File: src/rtl/dds_cmd_parser_if.sv
// Byte-stream link from the UART DMA receive path into the DDS command parser.
interface dds_cmd_parser_if;
   logic [7:0] rx_data;
   logic       rx_valid;

   modport master (output rx_data, output rx_valid);
   modport slave  (input  rx_data, input  rx_valid);
endinterface

File: src/rtl/dds_cmd_parser.sv
// Receive-side frame decoder for the PC-to-DDS control link: header hunt, length check and
// a 24-byte payload unpacked into two DDS channel configurations committed atomically.
module dds_cmd_parser #(
   parameter int unsigned P_LEN_FIELD      = 22,
   parameter int unsigned P_TIMEOUT_CYCLES = 50000
) (
   input  logic                   i_clk,
   input  logic                   i_rst,
   dds_cmd_parser_if.slave        rx_if,
   output logic                   o_dds1_run,
   output logic                   o_dds2_run,
   output logic [2:0]             o_dds1_type,
   output logic [2:0]             o_dds2_type,
   output logic [23:0]            o_dds1_frq,
   output logic [23:0]            o_dds2_frq,
   output logic [15:0]            o_dds1_amp,
   output logic [15:0]            o_dds2_amp,
   output logic [15:0]            o_dds1_offset,
   output logic [15:0]            o_dds2_offset,
   output logic [15:0]            o_dds1_pha,
   output logic [15:0]            o_dds2_pha,
   output logic [15:0]            o_dds1_duty,
   output logic [15:0]            o_dds2_duty,
   output logic                   o_cfg_valid,
   output logic                   o_frame_err,
   output logic [1:0]             o_err_code
);
   localparam int unsigned CntW     = $clog2(P_TIMEOUT_CYCLES + 1);
   localparam int          PayBytes = 24;
   localparam logic [CntW-1:0] CntMax   = CntW'(P_TIMEOUT_CYCLES);
   localparam logic [15:0]     LenField = 16'(P_LEN_FIELD);
   localparam logic [4:0]      LastIdx  = 5'(PayBytes - 1);

   typedef enum logic [2:0] {StH0, StH1, StH2, StH3, StLenHi, StLenLo, StPay} state_e;

   state_e          state_q, state_d;
   logic [CntW-1:0] cnt_q, cnt_d;
   logic [4:0]      idx_q, idx_d;
   logic [7:0]      len_hi_q;
   // The final payload byte is taken straight from the bus at commit, so it is never buffered.
   logic [7:0]      shadow_q [PayBytes-1];
   logic            byte_v;
   logic [7:0]      byte_d;
   logic            tmo, len_err, commit;
   logic            unused_nibbles;

   assign byte_v = rx_if.rx_valid;
   assign byte_d = rx_if.rx_data;
   assign unused_nibbles = ^{shadow_q[0][7:4], shadow_q[12][7:4]};

   // Decode strobes; a byte in the would-be timeout cycle suppresses the timeout.
   always_comb begin
      tmo     = 1'b0;
      len_err = 1'b0;
      commit  = 1'b0;
      if (state_q != StH0 && !byte_v && cnt_q == CntMax) tmo = 1'b1;
      if (byte_v && state_q == StLenLo && {len_hi_q, byte_d} != LenField) len_err = 1'b1;
      if (byte_v && state_q == StPay && idx_q == LastIdx) commit = 1'b1;
   end

   always_comb begin
      state_d = state_q;
      if (tmo) begin
         state_d = StH0;
      end else if (byte_v) begin
         case (state_q)
            StH0:    if (byte_d == 8'h00) state_d = StH1;
            StH1:    state_d = (byte_d == 8'h00) ? StH2 : StH0;
            StH2: begin
               if (byte_d == 8'h01)      state_d = StH3;
               else if (byte_d != 8'h00) state_d = StH0;
            end
            StH3: begin
               if (byte_d == 8'h01)      state_d = StLenHi;
               else if (byte_d == 8'h00) state_d = StH1;
               else                      state_d = StH0;
            end
            StLenHi: state_d = StLenLo;
            StLenLo: state_d = len_err ? StH0 : StPay;
            StPay:   if (commit) state_d = StH0;
            default: state_d = StH0;
         endcase
      end
   end

   always_comb begin
      cnt_d = cnt_q;
      if (state_d == StH0 || byte_v) cnt_d = '0;
      else if (cnt_q != CntMax)      cnt_d = cnt_q + 1'b1;
      idx_d = idx_q;
      if (state_q == StLenLo)            idx_d = '0;
      else if (state_q == StPay && byte_v) idx_d = idx_q + 1'b1;
   end

   always_ff @(posedge i_clk) begin
      if (i_rst) begin
         state_q       <= StH0;
         cnt_q         <= '0;
         idx_q         <= '0;
         len_hi_q      <= '0;
         o_cfg_valid   <= 1'b0;
         o_frame_err   <= 1'b0;
         o_err_code    <= '0;
         o_dds1_run    <= 1'b0;
         o_dds1_type   <= '0;
         o_dds1_frq    <= '0;
         o_dds1_amp    <= '0;
         o_dds1_offset <= '0;
         o_dds1_pha    <= '0;
         o_dds1_duty   <= '0;
         o_dds2_run    <= 1'b0;
         o_dds2_type   <= '0;
         o_dds2_frq    <= '0;
         o_dds2_amp    <= '0;
         o_dds2_offset <= '0;
         o_dds2_pha    <= '0;
         o_dds2_duty   <= '0;
         for (int i = 0; i < PayBytes - 1; i++) shadow_q[i] <= '0;
      end else begin
         state_q     <= state_d;
         cnt_q       <= cnt_d;
         idx_q       <= idx_d;
         o_cfg_valid <= commit;
         o_frame_err <= len_err | tmo;
         if (len_err)  o_err_code <= 2'd1;
         else if (tmo) o_err_code <= 2'd2;
         if (byte_v && state_q == StLenHi) len_hi_q <= byte_d;
         if (byte_v && state_q == StPay && idx_q != LastIdx) shadow_q[idx_q] <= byte_d;
         if (commit) begin
            o_dds1_run    <= shadow_q[0][3];
            o_dds1_type   <= shadow_q[0][2:0];
            o_dds1_frq    <= {shadow_q[1], shadow_q[2], shadow_q[3]};
            o_dds1_amp    <= {shadow_q[4], shadow_q[5]};
            o_dds1_offset <= {shadow_q[6], shadow_q[7]};
            o_dds1_pha    <= {shadow_q[8], shadow_q[9]};
            o_dds1_duty   <= {shadow_q[10], shadow_q[11]};
            o_dds2_run    <= shadow_q[12][3];
            o_dds2_type   <= shadow_q[12][2:0];
            o_dds2_frq    <= {shadow_q[13], shadow_q[14], shadow_q[15]};
            o_dds2_amp    <= {shadow_q[16], shadow_q[17]};
            o_dds2_offset <= {shadow_q[18], shadow_q[19]};
            o_dds2_pha    <= {shadow_q[20], shadow_q[21]};
            o_dds2_duty   <= {shadow_q[22], byte_d};
         end
      end
   end
endmodule
File: src/flat_wrapper.sv
// flat-port wrapper written by rule: the top's interface ports become plain ports
module dds_cmd_parser_flat 
#(
   parameter int unsigned P_LEN_FIELD      = 22,
   parameter int unsigned P_TIMEOUT_CYCLES = 50000
)
  (i_clk, i_rst, o_dds1_run, o_dds2_run, o_dds1_type, o_dds2_type, o_dds1_frq, o_dds2_frq, o_dds1_amp, o_dds2_amp, o_dds1_offset, o_dds2_offset, o_dds1_pha, o_dds2_pha, o_dds1_duty, o_dds2_duty, o_cfg_valid, o_frame_err, o_err_code, rx_if_rx_data, rx_if_rx_valid);
  dds_cmd_parser_if rx_if_i ();
  input  logic i_clk;
  input  logic i_rst;
  output logic o_dds1_run;
  output logic o_dds2_run;
  output logic [2:0] o_dds1_type;
  output logic [2:0] o_dds2_type;
  output logic [23:0] o_dds1_frq;
  output logic [23:0] o_dds2_frq;
  output logic [15:0] o_dds1_amp;
  output logic [15:0] o_dds2_amp;
  output logic [15:0] o_dds1_offset;
  output logic [15:0] o_dds2_offset;
  output logic [15:0] o_dds1_pha;
  output logic [15:0] o_dds2_pha;
  output logic [15:0] o_dds1_duty;
  output logic [15:0] o_dds2_duty;
  output logic o_cfg_valid;
  output logic o_frame_err;
  output logic [1:0] o_err_code;
  input wire logic [$bits(rx_if_i.rx_data)-1:0] rx_if_rx_data;
  input wire logic [$bits(rx_if_i.rx_valid)-1:0] rx_if_rx_valid;
  assign rx_if_i.rx_data = rx_if_rx_data;
  assign rx_if_i.rx_valid = rx_if_rx_valid;
  dds_cmd_parser #(.P_LEN_FIELD(P_LEN_FIELD), .P_TIMEOUT_CYCLES(P_TIMEOUT_CYCLES)) u_core (.i_clk(i_clk), .i_rst(i_rst), .rx_if(rx_if_i), .o_dds1_run(o_dds1_run), .o_dds2_run(o_dds2_run), .o_dds1_type(o_dds1_type), .o_dds2_type(o_dds2_type), .o_dds1_frq(o_dds1_frq), .o_dds2_frq(o_dds2_frq), .o_dds1_amp(o_dds1_amp), .o_dds2_amp(o_dds2_amp), .o_dds1_offset(o_dds1_offset), .o_dds2_offset(o_dds2_offset), .o_dds1_pha(o_dds1_pha), .o_dds2_pha(o_dds2_pha), .o_dds1_duty(o_dds1_duty), .o_dds2_duty(o_dds2_duty), .o_cfg_valid(o_cfg_valid), .o_frame_err(o_frame_err), .o_err_code(o_err_code));
endmodule
File: config.mk
export PLATFORM = sky130hd
export DESIGN_NAME = dds_cmd_parser_flat
export DESIGN_NICKNAME = d
export VERILOG_FILES = /design/src/rtl/dds_cmd_parser_if.sv /design/src/rtl/dds_cmd_parser.sv /design/src/flat_wrapper.sv
export SDC_FILE = /design/constraint.sdc
export NUM_CORES = 1
export LEC_CHECK = 0
export CAP_MARGIN = 10
export CORE_MARGIN = 1
export CORE_UTILIZATION = 55
export DETAILED_ROUTE_END_ITERATION = 8
export GPL_TIMING_DRIVEN = 0
export MAX_ROUTING_LAYER = met4
export PLACE_DENSITY = 0.8
export SLEW_MARGIN = 5
export SYNTH_ARGS = -nofsm -noshare
export SYNTH_HDL_FRONTEND = slang
export SYNTH_SLANG_ARGS = --single-unit
File: constraint.sdc
create_clock -name i_clk -period 3.28 [get_ports i_clk]
set_input_delay 0.656 -clock i_clk [delete_from_list [all_inputs] [get_ports i_clk]]
set_output_delay 0.656 -clock i_clk [all_outputs]
set_load 0.005 [all_outputs]
==> impl_metrics.xml, run 1 <==
<?xml version="1.0" encoding="UTF-8"?>
<metrics>
  <group name="floorplanning">
    <metric name="die_area" unit="sq um">27900</metric>
    <metric name="die-height" unit="microns">167</metric>
    <metric name="placementRows" unit="">59</metric>
    <metric name="floorplan.io_pins" unit="">199</metric>
    <metric name="fp.coreArea" unit="sq um">26400</metric>
    <metric name="start_util" unit="%">56.7</metric>
    <metric name="floorplan.die.width" unit="microns">167</metric>
  </group>
  <group name="pwr">
    <metric name="net-switching-power" unit="uW">2100</metric>
    <metric name="combPwrFrac" unit="%">2.1</metric>
    <metric name="sequentialPowerShare" unit="%">52.5</metric>
    <metric name="power" unit="uW">10100</metric>
    <metric name="cellLeakagePower" unit="uW">0.00622</metric>
    <metric name="power.density_cell_area" unit="nW/um^2">538</metric>
    <metric name="power.clock.fraction" unit="%">45.4</metric>
    <metric name="cell_internal_pwr" unit="uW">7960</metric>
    <metric name="sw_frac_of_total" unit="%">20.9</metric>
    <metric name="vdd.ir_drop.worst" unit="mV">0.512</metric>
  </group>
  <group name="place">
    <metric name="port_buffers" unit="">198</metric>
    <metric name="routabilityCongestion" unit="">0.854</metric>
    <metric name="dpl.cell_count" unit="">1988</metric>
    <metric name="post_placement_setup_slack" unit="ns">-0.247</metric>
    <metric name="detailedPlacementHpwl" unit="microns">24900</metric>
  </group>
  <group name="setup_path">
    <metric name="timing.critical_path.to_type" unit="">flip-flop</metric>
    <metric name="worst_ep_required_time" unit="ns">3.50</metric>
    <metric name="critical-path-slowest-cell" unit="">sky130_fd_sc_hd__nor3_1</metric>
    <metric name="critical_path.cell_chain" unit="">clkdlybuf4s50_1 -&gt; nand4b_1 -&gt; nor3_1 -&gt; nand2_1 -&gt; nor3_1 -&gt; or2_2</metric>
    <metric name="cpMostUsedCell" unit="">sky130_fd_sc_hd__nor3_1</metric>
    <metric name="cp.arrival" unit="ns">3.28</metric>
    <metric name="start_kind" unit="">input pin</metric>
    <metric name="crit_fanout" unit="">9</metric>
    <metric name="timing.critical_path.slowest_cell_delay" unit="ns">0.72</metric>
    <metric name="crit_type" unit="">input pin to flip-flop</metric>
  </group>
  <group name="grt">
    <metric name="grt_antenna_before_repair" unit="">3</metric>
    <metric name="grt_use_total" unit="%">27.0</metric>
    <metric name="grt_max_degree" unit="">17</metric>
    <metric name="grt_overflow" unit="">0</metric>
    <metric name="grt_pass1_wl" unit="microns">57400</metric>
    <metric name="grt_pass1_vias" unit="">10900</metric>
  </group>
  <group name="drt">
    <metric name="wl_per_cell" unit="microns">17.8</metric>
    <metric name="finalWirelength" unit="microns">36700</metric>
    <metric name="vias" unit="">11200</metric>
    <metric name="drt_iter0_markers" unit="">845</metric>
    <metric name="drt.antenna.violating_nets" unit="">0</metric>
    <metric name="first_pass_iters" unit="">5</metric>
    <metric name="remaining_design_rule_violation_count" unit="">0</metric>
    <metric name="drt-vias-per-instance" unit="">5.42</metric>
  </group>
  <group name="clock_tree">
    <metric name="clock-root-buffer" unit="">sky130_fd_sc_hd__clkbuf_16</metric>
    <metric name="ctsHtreeMaxLevel" unit="">2</metric>
    <metric name="clockBufferDepth" unit="">3</metric>
    <metric name="tritoncts_clock_tree" unit="">yes</metric>
    <metric name="cts-buffers-inserted" unit="">40</metric>
    <metric name="cts_hold_repair.buffers" unit="">0</metric>
    <metric name="cts_post_setup_buffers_inserted" unit="">0</metric>
    <metric name="clk_latency" unit="ns">0.53</metric>
    <metric name="cts_resized" unit="">0</metric>
    <metric name="number_of_clock_sinks" unit="">396</metric>
    <metric name="clk_pin_slew" unit="ns">0.06</metric>
  </group>
  <group name="synth">
    <metric name="synth.ff_latch_count" unit="">396</metric>
    <metric name="synth_async_sr_flop_share" unit="%">0</metric>
    <metric name="synth_sequential_area_ratio" unit="%">64.8</metric>
    <metric name="dominantRegCellSynth" unit="">sky130_fd_sc_hd__dfxtp_1</metric>
    <metric name="synthCells" unit="">1455</metric>
    <metric name="synth_enable_flop_cells" unit="">176</metric>
    <metric name="synthesis.area" unit="sq um">15000</metric>
    <metric name="synth_cell_type_count" unit="">50</metric>
    <metric name="yosysWarningCount" unit="">0</metric>
    <metric name="synthesis.nets" unit="">1472</metric>
    <metric name="syn_area_per_cell" unit="sq um">10.3</metric>
  </group>
  <group name="finish">
    <metric name="finalNetCount" unit="">1712</metric>
    <metric name="area_growth" unit="%">25.0</metric>
    <metric name="fin_cells" unit="">2062</metric>
    <metric name="share_of_final_layout_standard_cells_stronger_than_drive_strength_1" unit="%">6.60</metric>
    <metric name="antennaDiodeCount" unit="">0</metric>
    <metric name="nFillCells" unit="">1906</metric>
  </group>
  <group name="sta">
    <metric name="slew_viol_final" unit="">0</metric>
    <metric name="slew_headroom" unit="%">31.2</metric>
    <metric name="final.hold.worst_slack" unit="ns">0.451</metric>
    <metric name="finalSetupViolations" unit="">0</metric>
    <metric name="fin_crit" unit="ns">3.06</metric>
    <metric name="finalHoldViolations" unit="">0</metric>
    <metric name="fin_ws" unit="ns">0.223</metric>
    <metric name="final.setup_skew" unit="ns">0.0139</metric>
    <metric name="maximum_clock_rate" unit="MHz">327</metric>
    <metric name="timing.final.crit_share" unit="%">93.2</metric>
    <metric name="timing_worst_slew_pin_value" unit="ns">1.03</metric>
    <metric name="unrepaired_setup_endpoints_after_global_routing" unit="">false</metric>
  </group>
  <group name="status">
    <metric name="outcome" unit="">finished, final reports clean</metric>
  </group>
  <group name="job">
    <metric name="max_cap_viol" unit="">0</metric>
  </group>
  <group name="min_path">
    <metric name="min_path_type" unit="">flip-flop to flip-flop</metric>
  </group>
</metrics>
[sequential cells by signal, summed over array words and instances, names as in the netlist, 5 cells and up]
signal              count
u_core.shadow_q       176
o_dds2_frq             24
o_dds2_amp             16
o_dds1_offset          16
o_dds2_duty             8
u_core.o_dds2_duty      8
u_core.cnt_q           16
u_core.len_hi_q         8
o_dds1_duty            16
o_dds2_pha             16
u_core.idx_q            5
o_dds2_offset          16
o_dds1_amp             16
o_dds1_frq             24
o_dds1_pha             16
[cells by family after synthesis]
kind of cell,synth area share (%)
compound gates,8.31
xor+xnor,0.937
fa+ha+maj,0.502
buf+inv,2.89
flops,64.8
mux,0.142
simple gates,22.4
[power by group through the flow]
stage          clock, uW  combinational (uW)  sequential [uW]
6_report            4570                 209             5280
5_1_grt             4810                 223             5290
4_1_cts             4600                 208             5280
3_5_place_dp           0                 207             5390
3_3_place_gp           0                 203             5390
2_1_floorplan          0                 108             5370
[area by class of cell]
cell class | instances | area, sq um | share of cell area (%)
Multi-Input combinational cell | 954 | 4830 | 25.9
Tap cell | 335 | 419 | 2.24
Timing Repair Buffer | 198 | 1980 | 10.6
Sequential cell | 396 | 9690 | 51.8
Buffer | 97 | 402 | 2.15
Clock inverter | 18 | 178 | 0.950
Inverter | 8 | 30.0 | 0.161
Clock buffer | 56 | 1160 | 6.23
[synthesized netlist by cell type (all sizes together) (2+ instances only)]
library cell / number / area share (%)
a21oi: 197 / 6.6
a311oi: 12 / 0.91
a31oi: 6 / 0.25
and2: 179 / 7.5
and3b: 2 / 0.12
and4: 3 / 0.18
buf: 18 / 0.70
clkbuf: 79 / 2.0
dfxtp: 220 / 29
edfxtp: 176 / 35
ha: 6 / 0.50
inv: 8 / 0.20
nand2: 402 / 10
nand2b: 3 / 0.13
nand3: 10 / 0.33
nand3b: 4 / 0.20
nand4: 7 / 0.29
nand4b: 2 / 0.12
nor2: 38 / 0.95
nor3: 11 / 0.40
nor4: 4 / 0.21
nor4b: 3 / 0.28
nor4bb: 2 / 0.13
o21ai: 5 / 0.17
o31a: 2 / 0.12
or2: 25 / 1.0
or3: 2 / 0.084
xnor2: 8 / 0.47
xor2: 8 / 0.47
[through the flow]
step | TNS (ns) | instance area (sq um) | util (%)
floorplan | 0 | 15000 | -
global placement | -1.09 | 17400 | 65.9
detailed placement | -4.65 | 17400 | 65.9
CTS | 0 | 18700 | 71.0
global route | 0 | 18700 | 71.0
finish | 0 | 18700 | 71.0
[final timing paths]
| kind | cells past startpoint | slack (ns) | start | endpoint |
|---|---|---|---|---|
| worst min register to register | 2 | 0.45 | o_dds2_frq[3] | o_dds2_frq[3] |
| worst min-delay path | 2 | 0.45 | o_dds2_frq[3] | o_dds2_frq[3] |
| worst max register to register | 7 | 0.31 | u_core.idx_q[0] | u_core.shadow_q[4][1] |
| worst max-delay path | 6 | 0.22 | rx_if_rx_valid | u_core.shadow_q[4][1] |
[cell usage in the layout (no fill, tap or decap), types with 3 or more instances in the layout]
cell                                n
sky130_fd_sc_hd__a21oi_1          197
sky130_fd_sc_hd__dfxtp_1          220
sky130_fd_sc_hd__clkbuf_16         43
sky130_fd_sc_hd__and4_1             3
sky130_fd_sc_hd__xor2_1             8
sky130_fd_sc_hd__nand2b_1           3
sky130_fd_sc_hd__clkdlybuf4s50_1  198
sky130_fd_sc_hd__edfxtp_1         176
sky130_fd_sc_hd__nor2_1            38
sky130_fd_sc_hd__nor3_1            10
sky130_fd_sc_hd__a311oi_2           5
sky130_fd_sc_hd__a311oi_1           7
sky130_fd_sc_hd__clkbuf_1          88
sky130_fd_sc_hd__or2_2             25
sky130_fd_sc_hd__buf_1              3
sky130_fd_sc_hd__inv_1              8
sky130_fd_sc_hd__nand4_1            7
sky130_fd_sc_hd__and2_1           179
sky130_fd_sc_hd__nand2_1          402
sky130_fd_sc_hd__buf_2             12
sky130_fd_sc_hd__clkbuf_8           4
sky130_fd_sc_hd__clkinvlp_4         3
sky130_fd_sc_hd__clkinv_1           3
sky130_fd_sc_hd__a31oi_1            6
sky130_fd_sc_hd__nor4_1             3
sky130_fd_sc_hd__nand3b_1           4
sky130_fd_sc_hd__o21ai_0            5
sky130_fd_sc_hd__nand3_1           10
sky130_fd_sc_hd__ha_1               6
sky130_fd_sc_hd__xnor2_1            8
sky130_fd_sc_hd__clkinv_2           5
[routing by layer]
| metal | global-route usage, % | vias up | share of wire, % | wire, microns |
|---|---|---|---|---|
| li1 | - | 5348 | - | - |
| met1 | 34.4 | 5364 | 42 | 15600 |
| met2 | 45.0 | 400 | 49 | 17800 |
| met3 | 3.42 | 58 | 6.6 | 2420 |
| met4 | 8.09 | 0 | 2.4 | 875 |
| met5 | - | - | 0 | 0 |
[worst max-delay path: cells and delay by family]
kind,cells,cell delay [ns]
simple gates,5,2.03
buf+inv,1,0.57
No activity file was read; power rests on OpenSTA's default activity.
==> run 2: changes to the inputs <==
--- a/config.mk
+++ b/config.mk
@@ -8,6 +8,7 @@
 export CAP_MARGIN = 10
 export CORE_MARGIN = 1
 export CORE_UTILIZATION = 55
+export CTS_CLUSTER_DIAMETER = 80
 export DETAILED_ROUTE_END_ITERATION = 8
 export GPL_TIMING_DRIVEN = 0
 export MAX_ROUTING_LAYER = met4
@@ -16,3 +17,4 @@
 export SYNTH_ARGS = -nofsm -noshare
 export SYNTH_HDL_FRONTEND = slang
 export SYNTH_SLANG_ARGS = --single-unit
+export TNS_END_PERCENT = 5
==> results of run 2 <==
No change in the layout: final DEF, timing and power equal those of run 1.
